## config.mk

```make
export PLATFORM = sky130hd
export DESIGN_NAME = sram_access_ctrl
export DESIGN_NICKNAME = d
export VERILOG_FILES = /design/src/rtl/sram_access_ctrl.sv
export SDC_FILE = /design/constraint.sdc
export NUM_CORES = 1
export LEC_CHECK = 0
export ABC_AREA = 1
export BUFFER_PORTS_ARGS = -buffer_cell sky130_fd_sc_hd__clkbuf_2
export CAP_MARGIN = 20
export CORE_UTILIZATION = 43
export DETAILED_ROUTE_END_ITERATION = 7
export GPL_TIMING_DRIVEN = 0
export HOLD_SLACK_MARGIN = 0.1
export PLACE_DENSITY_LB_ADDON = 0.25
export SLEW_MARGIN = 5
export SYNTH_ARGS = -nofsm -noshare
export SYNTH_HDL_FRONTEND = slang
export SYNTH_SLANG_ARGS = --single-unit
```

## constraint.sdc

```tcl
create_clock -name clk -period 1.3 [get_ports clk]
set_clock_uncertainty 0.15 [all_clocks]
set_input_delay 0.26 -clock clk [delete_from_list [all_inputs] [get_ports clk]]
set_output_delay 0.26 -clock clk [all_outputs]
set_load 0.02 [all_outputs]
```

## src/rtl/sram_access_ctrl.sv

```systemverilog
// Initiator-side sequencer for the compiled SRAM array: turns single-beat
// read/write requests into a setup / access / hold pin sequence plus a response.
module sram_access_ctrl #(
  parameter int unsigned ADDR_W       = 12,
  parameter int unsigned DATA_W       = 8,
  parameter int unsigned SETUP_CYCLES = 1,
  parameter int unsigned WRITE_CYCLES = 2,
  parameter int unsigned SENSE_CYCLES = 2,
  parameter int unsigned HOLD_CYCLES  = 1
) (
  input  logic              clk,
  input  logic              reset,
  input  logic              req_valid,
  output logic              req_ready,
  input  logic              req_we,
  input  logic [ADDR_W-1:0] req_addr,
  input  logic [DATA_W-1:0] req_wdata,
  output logic              rsp_valid,
  input  logic              rsp_ready,
  output logic              rsp_we,
  output logic [DATA_W-1:0] rsp_rdata,
  output logic              busy,
  output logic [ADDR_W-1:0] sram_addr,
  output logic [DATA_W-1:0] sram_din,
  output logic              sram_write_en,
  output logic              sram_sense_en,
  input  logic [DATA_W-1:0] sram_dout
);

  localparam int unsigned CNT_W = 4;
  localparam logic [CNT_W-1:0] SETUP_LD = CNT_W'(SETUP_CYCLES - 1);
  localparam logic [CNT_W-1:0] WRITE_LD = CNT_W'(WRITE_CYCLES - 1);
  localparam logic [CNT_W-1:0] SENSE_LD = CNT_W'(SENSE_CYCLES - 1);
  localparam logic [CNT_W-1:0] HOLD_LD  = CNT_W'(HOLD_CYCLES - 1);

  typedef enum logic [2:0] {
    IDLE   = 3'd0,
    SETUP  = 3'd1,
    ACCESS = 3'd2,
    HOLD   = 3'd3,
    RESP   = 3'd4
  } state_t;

  state_t            r_state, w_state_nxt;
  logic [CNT_W-1:0]  r_cnt, w_cnt_nxt;
  logic              r_we, w_we_nxt;
  logic              r_req_ready, w_req_ready_nxt;
  logic              r_rsp_valid, w_rsp_valid_nxt;
  logic              r_rsp_we, w_rsp_we_nxt;
  logic [DATA_W-1:0] r_rsp_rdata, w_rsp_rdata_nxt;
  logic              r_busy, w_busy_nxt;
  logic [ADDR_W-1:0] r_addr, w_addr_nxt;
  logic [DATA_W-1:0] r_din, w_din_nxt;
  logic              r_wen, w_wen_nxt;
  logic              r_sen, w_sen_nxt;
  logic              w_cnt_zero;

  assign w_cnt_zero = (r_cnt == '0);

  // State register and registered outputs
  always_ff @(posedge clk) begin
    if (reset) begin
      r_state     <= IDLE;
      r_cnt       <= '0;
      r_we        <= 1'b0;
      r_req_ready <= 1'b1;
      r_rsp_valid <= 1'b0;
      r_rsp_we    <= 1'b0;
      r_rsp_rdata <= '0;
      r_busy      <= 1'b0;
      r_addr      <= '0;
      r_din       <= '0;
      r_wen       <= 1'b0;
      r_sen       <= 1'b0;
    end else begin
      r_state     <= w_state_nxt;
      r_cnt       <= w_cnt_nxt;
      r_we        <= w_we_nxt;
      r_req_ready <= w_req_ready_nxt;
      r_rsp_valid <= w_rsp_valid_nxt;
      r_rsp_we    <= w_rsp_we_nxt;
      r_rsp_rdata <= w_rsp_rdata_nxt;
      r_busy      <= w_busy_nxt;
      r_addr      <= w_addr_nxt;
      r_din       <= w_din_nxt;
      r_wen       <= w_wen_nxt;
      r_sen       <= w_sen_nxt;
    end
  end

  // Next-state and next-output logic; everything holds unless a transition fires
  always_comb begin
    w_state_nxt     = r_state;
    w_cnt_nxt       = r_cnt;
    w_we_nxt        = r_we;
    w_req_ready_nxt = r_req_ready;
    w_rsp_valid_nxt = r_rsp_valid;
    w_rsp_we_nxt    = r_rsp_we;
    w_rsp_rdata_nxt = r_rsp_rdata;
    w_busy_nxt      = r_busy;
    w_addr_nxt      = r_addr;
    w_din_nxt       = r_din;
    w_wen_nxt       = r_wen;
    w_sen_nxt       = r_sen;

    case (r_state)
      IDLE: begin
        if (req_valid && r_req_ready) begin
          w_state_nxt     = SETUP;
          w_cnt_nxt       = SETUP_LD;
          w_we_nxt        = req_we;
          w_req_ready_nxt = 1'b0;
          w_busy_nxt      = 1'b1;
          w_addr_nxt      = req_addr;
          // Reads leave din at its previous value to avoid needless pin toggling
          if (req_we) w_din_nxt = req_wdata;
        end
      end
      SETUP: begin
        if (w_cnt_zero) begin
          w_state_nxt = ACCESS;
          w_cnt_nxt   = r_we ? WRITE_LD : SENSE_LD;
          w_wen_nxt   = r_we;
          w_sen_nxt   = !r_we;
        end else begin
          w_cnt_nxt = r_cnt - CNT_W'(1);
        end
      end
      ACCESS: begin
        if (w_cnt_zero) begin
          w_state_nxt     = HOLD;
          w_cnt_nxt       = HOLD_LD;
          w_wen_nxt       = 1'b0;
          w_sen_nxt       = 1'b0;
          w_rsp_we_nxt    = r_we;
          w_rsp_rdata_nxt = r_we ? '0 : sram_dout;
        end else begin
          w_cnt_nxt = r_cnt - CNT_W'(1);
        end
      end
      HOLD: begin
        if (w_cnt_zero) begin
          w_state_nxt     = RESP;
          w_rsp_valid_nxt = 1'b1;
        end else begin
          w_cnt_nxt = r_cnt - CNT_W'(1);
        end
      end
      RESP: begin
        if (rsp_ready) begin
          w_state_nxt     = IDLE;
          w_rsp_valid_nxt = 1'b0;
          w_req_ready_nxt = 1'b1;
          w_busy_nxt      = 1'b0;
        end
      end
      default: begin
        w_state_nxt     = IDLE;
        w_cnt_nxt       = '0;
        w_req_ready_nxt = 1'b1;
        w_rsp_valid_nxt = 1'b0;
        w_busy_nxt      = 1'b0;
        w_wen_nxt       = 1'b0;
        w_sen_nxt       = 1'b0;
      end
    endcase
  end

  assign req_ready     = r_req_ready;
  assign rsp_valid     = r_rsp_valid;
  assign rsp_we        = r_rsp_we;
  assign rsp_rdata     = r_rsp_rdata;
  assign busy          = r_busy;
  assign sram_addr     = r_addr;
  assign sram_din      = r_din;
  assign sram_write_en = r_wen;
  assign sram_sense_en = r_sen;

endmodule

```

Word-level counts from Yosys, hierarchy flattened
Index checks and enable logic that the tools add are counted.
- register bits after elaboration: 42
- input port bits: 33
- word-level logic and storage cells: 67
- add/subtract/negate cells: 1
- equality and inequality tests: 10
- mux-type cells: 25
- bitwise operators: 4
- reductions and logical operators: 15
- operators with widths (cell ; count):
    $pmux 4 s5 ; 1
    $mux 4 ; 4
    $mux 3 ; 5
    $pmux 1 s3 ; 5
    $pmux 3 s5 ; 1
    $reduce_and 3->1 ; 5
    $ne 2x2->1 const B ; 6
    $reduce_or 3->1 ; 3
    $mux 1 ; 8
    $mux 8 ; 1
    $eq 3x2->1 const B ; 2
    $reduce_and 5->1 ; 1
    $logic_not 4->1 ; 1
    $not 1->1 ; 4
    $reduce_and 2->1 ; 2
    $sub 4x1->4 const B ; 1
    $eq 3x1->1 const B ; 1
    $eq 3x3->1 const B ; 1
    $logic_not 3->1 ; 1
    $logic_and 1x1->1 ; 1
    $logic_not 1->1 ; 1

Depth between registers and ports, before layout
- depth after elaboration: 4
- mapped depth: 10
- gate-level depth less buffers: 10

Worst setup path before layout
OpenSTA, ideal clock, no wires.
- path type: reg2reg
- start: reg r_cnt[0]
- end: reg r_cnt[2]
- arrival time: 1.132 ns
- setup slack: -0.093 ns
- cell stages (with the launch flop): 10
- buffers on the path: 0
- path through: dfxtp_1 > inv_1 > ha_1 > nand2_1 > nor2_4 > nand2_1 > nand2_2 > o21ai_0 > inv_1 > nor2_1
- word-level cells in the longest chain between the ends: 3
- elaborated cells between the ends (all ways): 8
- classes of those cells: 1 x add/sub; 1 x eq/ne; 4 x mux; 2 x reduce/logical
- ends and longest elaborated chain (what ; RTL line ; text):
    from (decl) ; 45 ; logic [CNT_W-1:0] r_cnt, w_cnt_nxt;
    from (signal assigned) ; 77 ; r_cnt <= w_cnt_nxt;
    $sub 4x1->4 or $logic_not 4->1 (tied branches) ; n/a ;
    $mux 4 (tied with other cells) ; 142 ; if (w_cnt_zero) begin
    $pmux 4 s5 or $reduce_and 3->1 (tied branches) ; n/a ;
Several ways; a longest one is shown, not always the timed one. The select of a mux whose other input is x is not followed.
A chain may end at the register's enable or synchronous reset.

Worst setup path after layout
- start: reg r_cnt[0]
- end: reg r_state[1]
- word-level cells in the longest chain between the ends: 3
- elaborated cells between the ends (all ways): 5
- classes of those cells: 3 x eq/ne; 2 x reduce/logical
- ends and longest elaborated chain (what ; RTL line ; text):
    $logic_not 4->1 (*) ; 58 ; assign w_cnt_zero = (r_cnt == '0);
    $ne 2x2->1 (no source line) ; n/a ;
    $reduce_and 5->1 (no source line) (*) ; n/a ;
    to (signal assigned) ; 76 ; r_state <= w_state_nxt;
    to (decl) ; 44 ; state_t r_state, w_state_nxt;
Mark *: on every way between the ends. The rest lies on a longest branch, timed or not.

==> run_results.csv <==
group,metric,value,unit
setup_path,critPathRequiredTime,1.38,ns
drt,ant_nets,0,
clock_network,clockBufferDepth,2,
clock_network,numCtsBuffers,5,
synth,syn_avg_cell_area,7.45,um2
setup_path,crit_top_cell,"nand3_4",
timing,final.min_clock_period,1.47,ns
synth,yosys.area.top_type,"dfxtp_1",
final_layout,fin_util,75.3,%
setup_path,r2r_slack,-0.17,ns
die,die_h,66.0,um
timing,fmax,0.678,GHz
global_route,use_met2,41.6,%
timing,fin_crit_sh,113,%
global_route,grt_pass1_wl,8020,um
setup_path,slowest_delay,0.34,ns
drt,drt-initial-drc-count,84,
place,numPortBuffers,65,
setup_path,crit_path_end_kind,"flop",
worst_hold_path,holdPathEnd,"rsp_rdata[0]$_SDFFE_PP0P_",
run_status,outcome,"finished with violations",
setup_path,path_cells,"inv_2 -> ha_4 -> buf_4 -> nand3_4 -> nand2_4 -> nand3_4 -> nand2_2 -> nand2_1 -> nor2_1",
die,die_width,66.0,um
global_route,antenna_found_initial,0,
global_route,grt.busiest_layer,"met2",
setup_path,crit_type,"reg2reg",
synth,synth.area.top_cells,"dfxtp_1 48%, nor2_1 11%, nand2_1 10%",
synth,ys_types,25,
place,dpl_cell_area,0.00218,mm2
place,gp_congestion,0.838,
timing,setup_viol,42,
setup_path,critPathTopFamily,"simple AND/OR/NAND/NOR gates",
synth,synth_edf_count,0,
synth,synth-seq-cells,42,
final_layout,design_area,0.00286,mm2
global_route,grt_max_degree,14,
setup_path,r2r-end,"r_state[1]$_SDFFE_PP0P_",
synth,ys_seq_area_share,47.8,%
clock_network,cts_root_buf,"clkbuf_8",
setup_path,r2r-start,"r_cnt[0]$_SDFFE_PP0P_",
die,io-pin-count,67,
drt,wire_per_inst,12.9,um
global_route,grt_util_all_layers,23.9,%
synth,synth_cells,236,
drt,viasPerCell,4.88,
flow_run,maxCapViolCount,0,
timing,worst_slack,-0.175,ns
final_layout,fill_cells,255,
clock_network,cts_htree_levels,2,
die,fp.dieArea,0.00435,mm2
place,dp_hpwl,2750,um
synth,post-synth-top-area-fraction,47.8,%
power_and_ir_drop,power.density,2390,mW/mm2
worst_hold_path,hp-start,"reset",
power_and_ir_drop,cellLeakagePower,0.00134,uW
drt,dr_total_vias,1970,
timing,rsz0062_at_grt,"true",
final_layout,seqCellArea,856,um2
drt,first_pass_iters,5,
die,core_area,0.00380,mm2
worst_hold_path,hold_class,"in2reg",
setup_path,path_buf_inv,2,
setup_path,r2r_cells,9,
clock_network,clkSinkCount,42,
timing,max-slew-margin-rel,58.7,%
die,core.rowCount,22,
timing,slew_viol_final,0,
power_and_ir_drop,peakVddDrop,1.52,mV
clock_network,clock_latency,0.30,ns
final_layout,finalNetCount,390,
synth,ys_async_sr_fraction,0,%
place,place_ws,-0.229,ns
final_layout,drive_above_1_share,43.5,%
global_route,grt.overflow.total,0,
final_layout,multi_input_area,1000,um2
die,start_util,46.3,%
drt,drc,0,
clock_network,clk_pin_slew,0.08,ns
drt,wl,5200,um
synth,netlist_area,0.00176,mm2
synth,syn_nets,271,
synth,yosysWarnings,0,
setup_path,path_max_fanout,4,
setup_path,start_kind,"flop",
setup_path,worst_path_max_delay_cell,"dfxtp_2",
worst_hold_path,hold_depth,2,
clock_network,cts_tree,"done",
timing,worst_pin_slew,0.619,ns
run_status,violations,"negative setup slack",
global_route,use_met3,7.07,%
global_route,grt_pass1_vias,1869,
setup_path,arrival,1.55,ns
global_route,met1_usage,27.8,%
timing,hold_viol,0,
final_layout,syn2layout_area_growth,62.5,%
synth,synth-main-ff-cell,"dfxtp_1",
final_layout,num_antenna_cells,0,
## cell families after synthesis
logic type,after synthesis,synth area share (%)
and+or+nand+nor,127,32.9
AOI/OAI and AO/OA,44,12.7
DFF,42,47.8
buffers and inverters,21,5.19
adders and majority gates,2,1.42
## cell usage after synthesis (2+ instances only)
| cell type | count |
|---|---|
| nand3_1 | 9 |
| nand2_1 | 49 |
| o21ai_0 | 23 |
| clkbuf_1 | 3 |
| nor2_1 | 52 |
| inv_2 | 7 |
| nor2_4 | 2 |
| ha_1 | 2 |
| inv_1 | 8 |
| dfxtp_1 | 42 |
| nand2_4 | 2 |
| a21oi_1 | 20 |
| nand2_2 | 5 |
## cells in the final DEF (no fill, tap or decap), types with 2 or more instances in the layout
| cell | instances |
|---|---|
| nand3_1 | 5 |
| nand2_1 | 37 |
| nand3_4 | 2 |
| dfxtp_2 | 3 |
| nor2_1 | 45 |
| clkbuf_8 | 5 |
| clkbuf_1 | 4 |
| a21oi_2 | 9 |
| buf_4 | 12 |
| clkbuf_2 | 65 |
| nor2_4 | 4 |
| dfxtp_1 | 36 |
| inv_4 | 2 |
| nor2_2 | 7 |
| buf_6 | 7 |
| nand2_2 | 13 |
| nand3_2 | 3 |
| nand2_4 | 7 |
| o21ai_1 | 8 |
| a21oi_1 | 12 |
| dlygate4sd3_1 | 28 |
| dfxtp_4 | 3 |
| inv_1 | 6 |
| o21ai_0 | 15 |
| inv_2 | 6 |
## flip-flops by register name, summed over array words and instances (netlist names), 3 cells and up
register and count:
sram_addr 12, r_cnt 4, sram_din 8, r_state 3, rsp_rdata 8
## area by class of cell
class / count / area share (%)
well taps: 48 / 2.10
clock inverters: 2 / 0.481
inverters: 15 / 2.32
clock buffers: 6 / 2.54
multi-input cells: 175 / 35.0
flip-flops and latches: 42 / 29.9
plain buffers: 6 / 1.36
repair buffers: 110 / 26.3
## worst max-delay path by stage
| stage | start | end | slack (ns) | cells after the start |
|---|---|---|---|---|
| after CTS | r_cnt[0]$_SDFFE_PP0P_ | sram_sense_en$_SDFFE_PP0P_ | -0.11 | 10 |
| after global placement | r_cnt[0]$_SDFFE_PP0P_ | rsp_rdata[0]$_SDFFE_PP0P_ | -0.23 | 8 |
| after floorplan | r_cnt[1]$_SDFFE_PP0P_ | rsp_rdata[5]$_SDFFE_PP0P_ | -0.09 | 8 |
| after global routing | r_cnt[0]$_SDFFE_PP0P_ | r_cnt[2]$_SDFFE_PP0P_ | -0.26 | 11 |
| final | r_cnt[0]$_SDFFE_PP0P_ | r_state[1]$_SDFFE_PP0P_ | -0.17 | 9 |
| after detailed placement | r_cnt[1]$_SDFFE_PP0P_ | rsp_rdata[0]$_SDFFE_PP0P_ | -0.23 | 8 |
## where the power goes
group / internal, uW / total [uW] / switching (uW)
registers: 1700 / 2000 / 299
clock network: 379 / 840 / 461
logic: 1660 / 4000 / 2350
## routing by layer
metal / wire (um) / part of all wire, %
met1: 2150 / 41
met2: 2630 / 51
met3: 320 / 6.2
met4: 99 / 1.9
met5: 0 / 0
## stage by stage
stage	total power [uW]	hold WS (ns)	cells	setup TNS, ns
5_1_grt	7300	0.188	404	-8.51
6_report	6840	0.175	404	-5.49
3_5_place_dp	4740	0.306	349	-5.88
3_3_place_gp	4700	0.300	349	-5.76
2_1_floorplan	4070	0.245	236	-1.01
4_1_cts	6270	0.157	399	-2.69
## repair_timing
item,4_1_cts,5_1_grt
gates resized for setup,32,26
pin swaps,12,12
gates cloned,3,0
endpoints found under the hold margin,28,0
setup buffers,11,5
setup endpoints to repair,40,42
hold buffers,28,0
(Power assumes the default switching activity.)
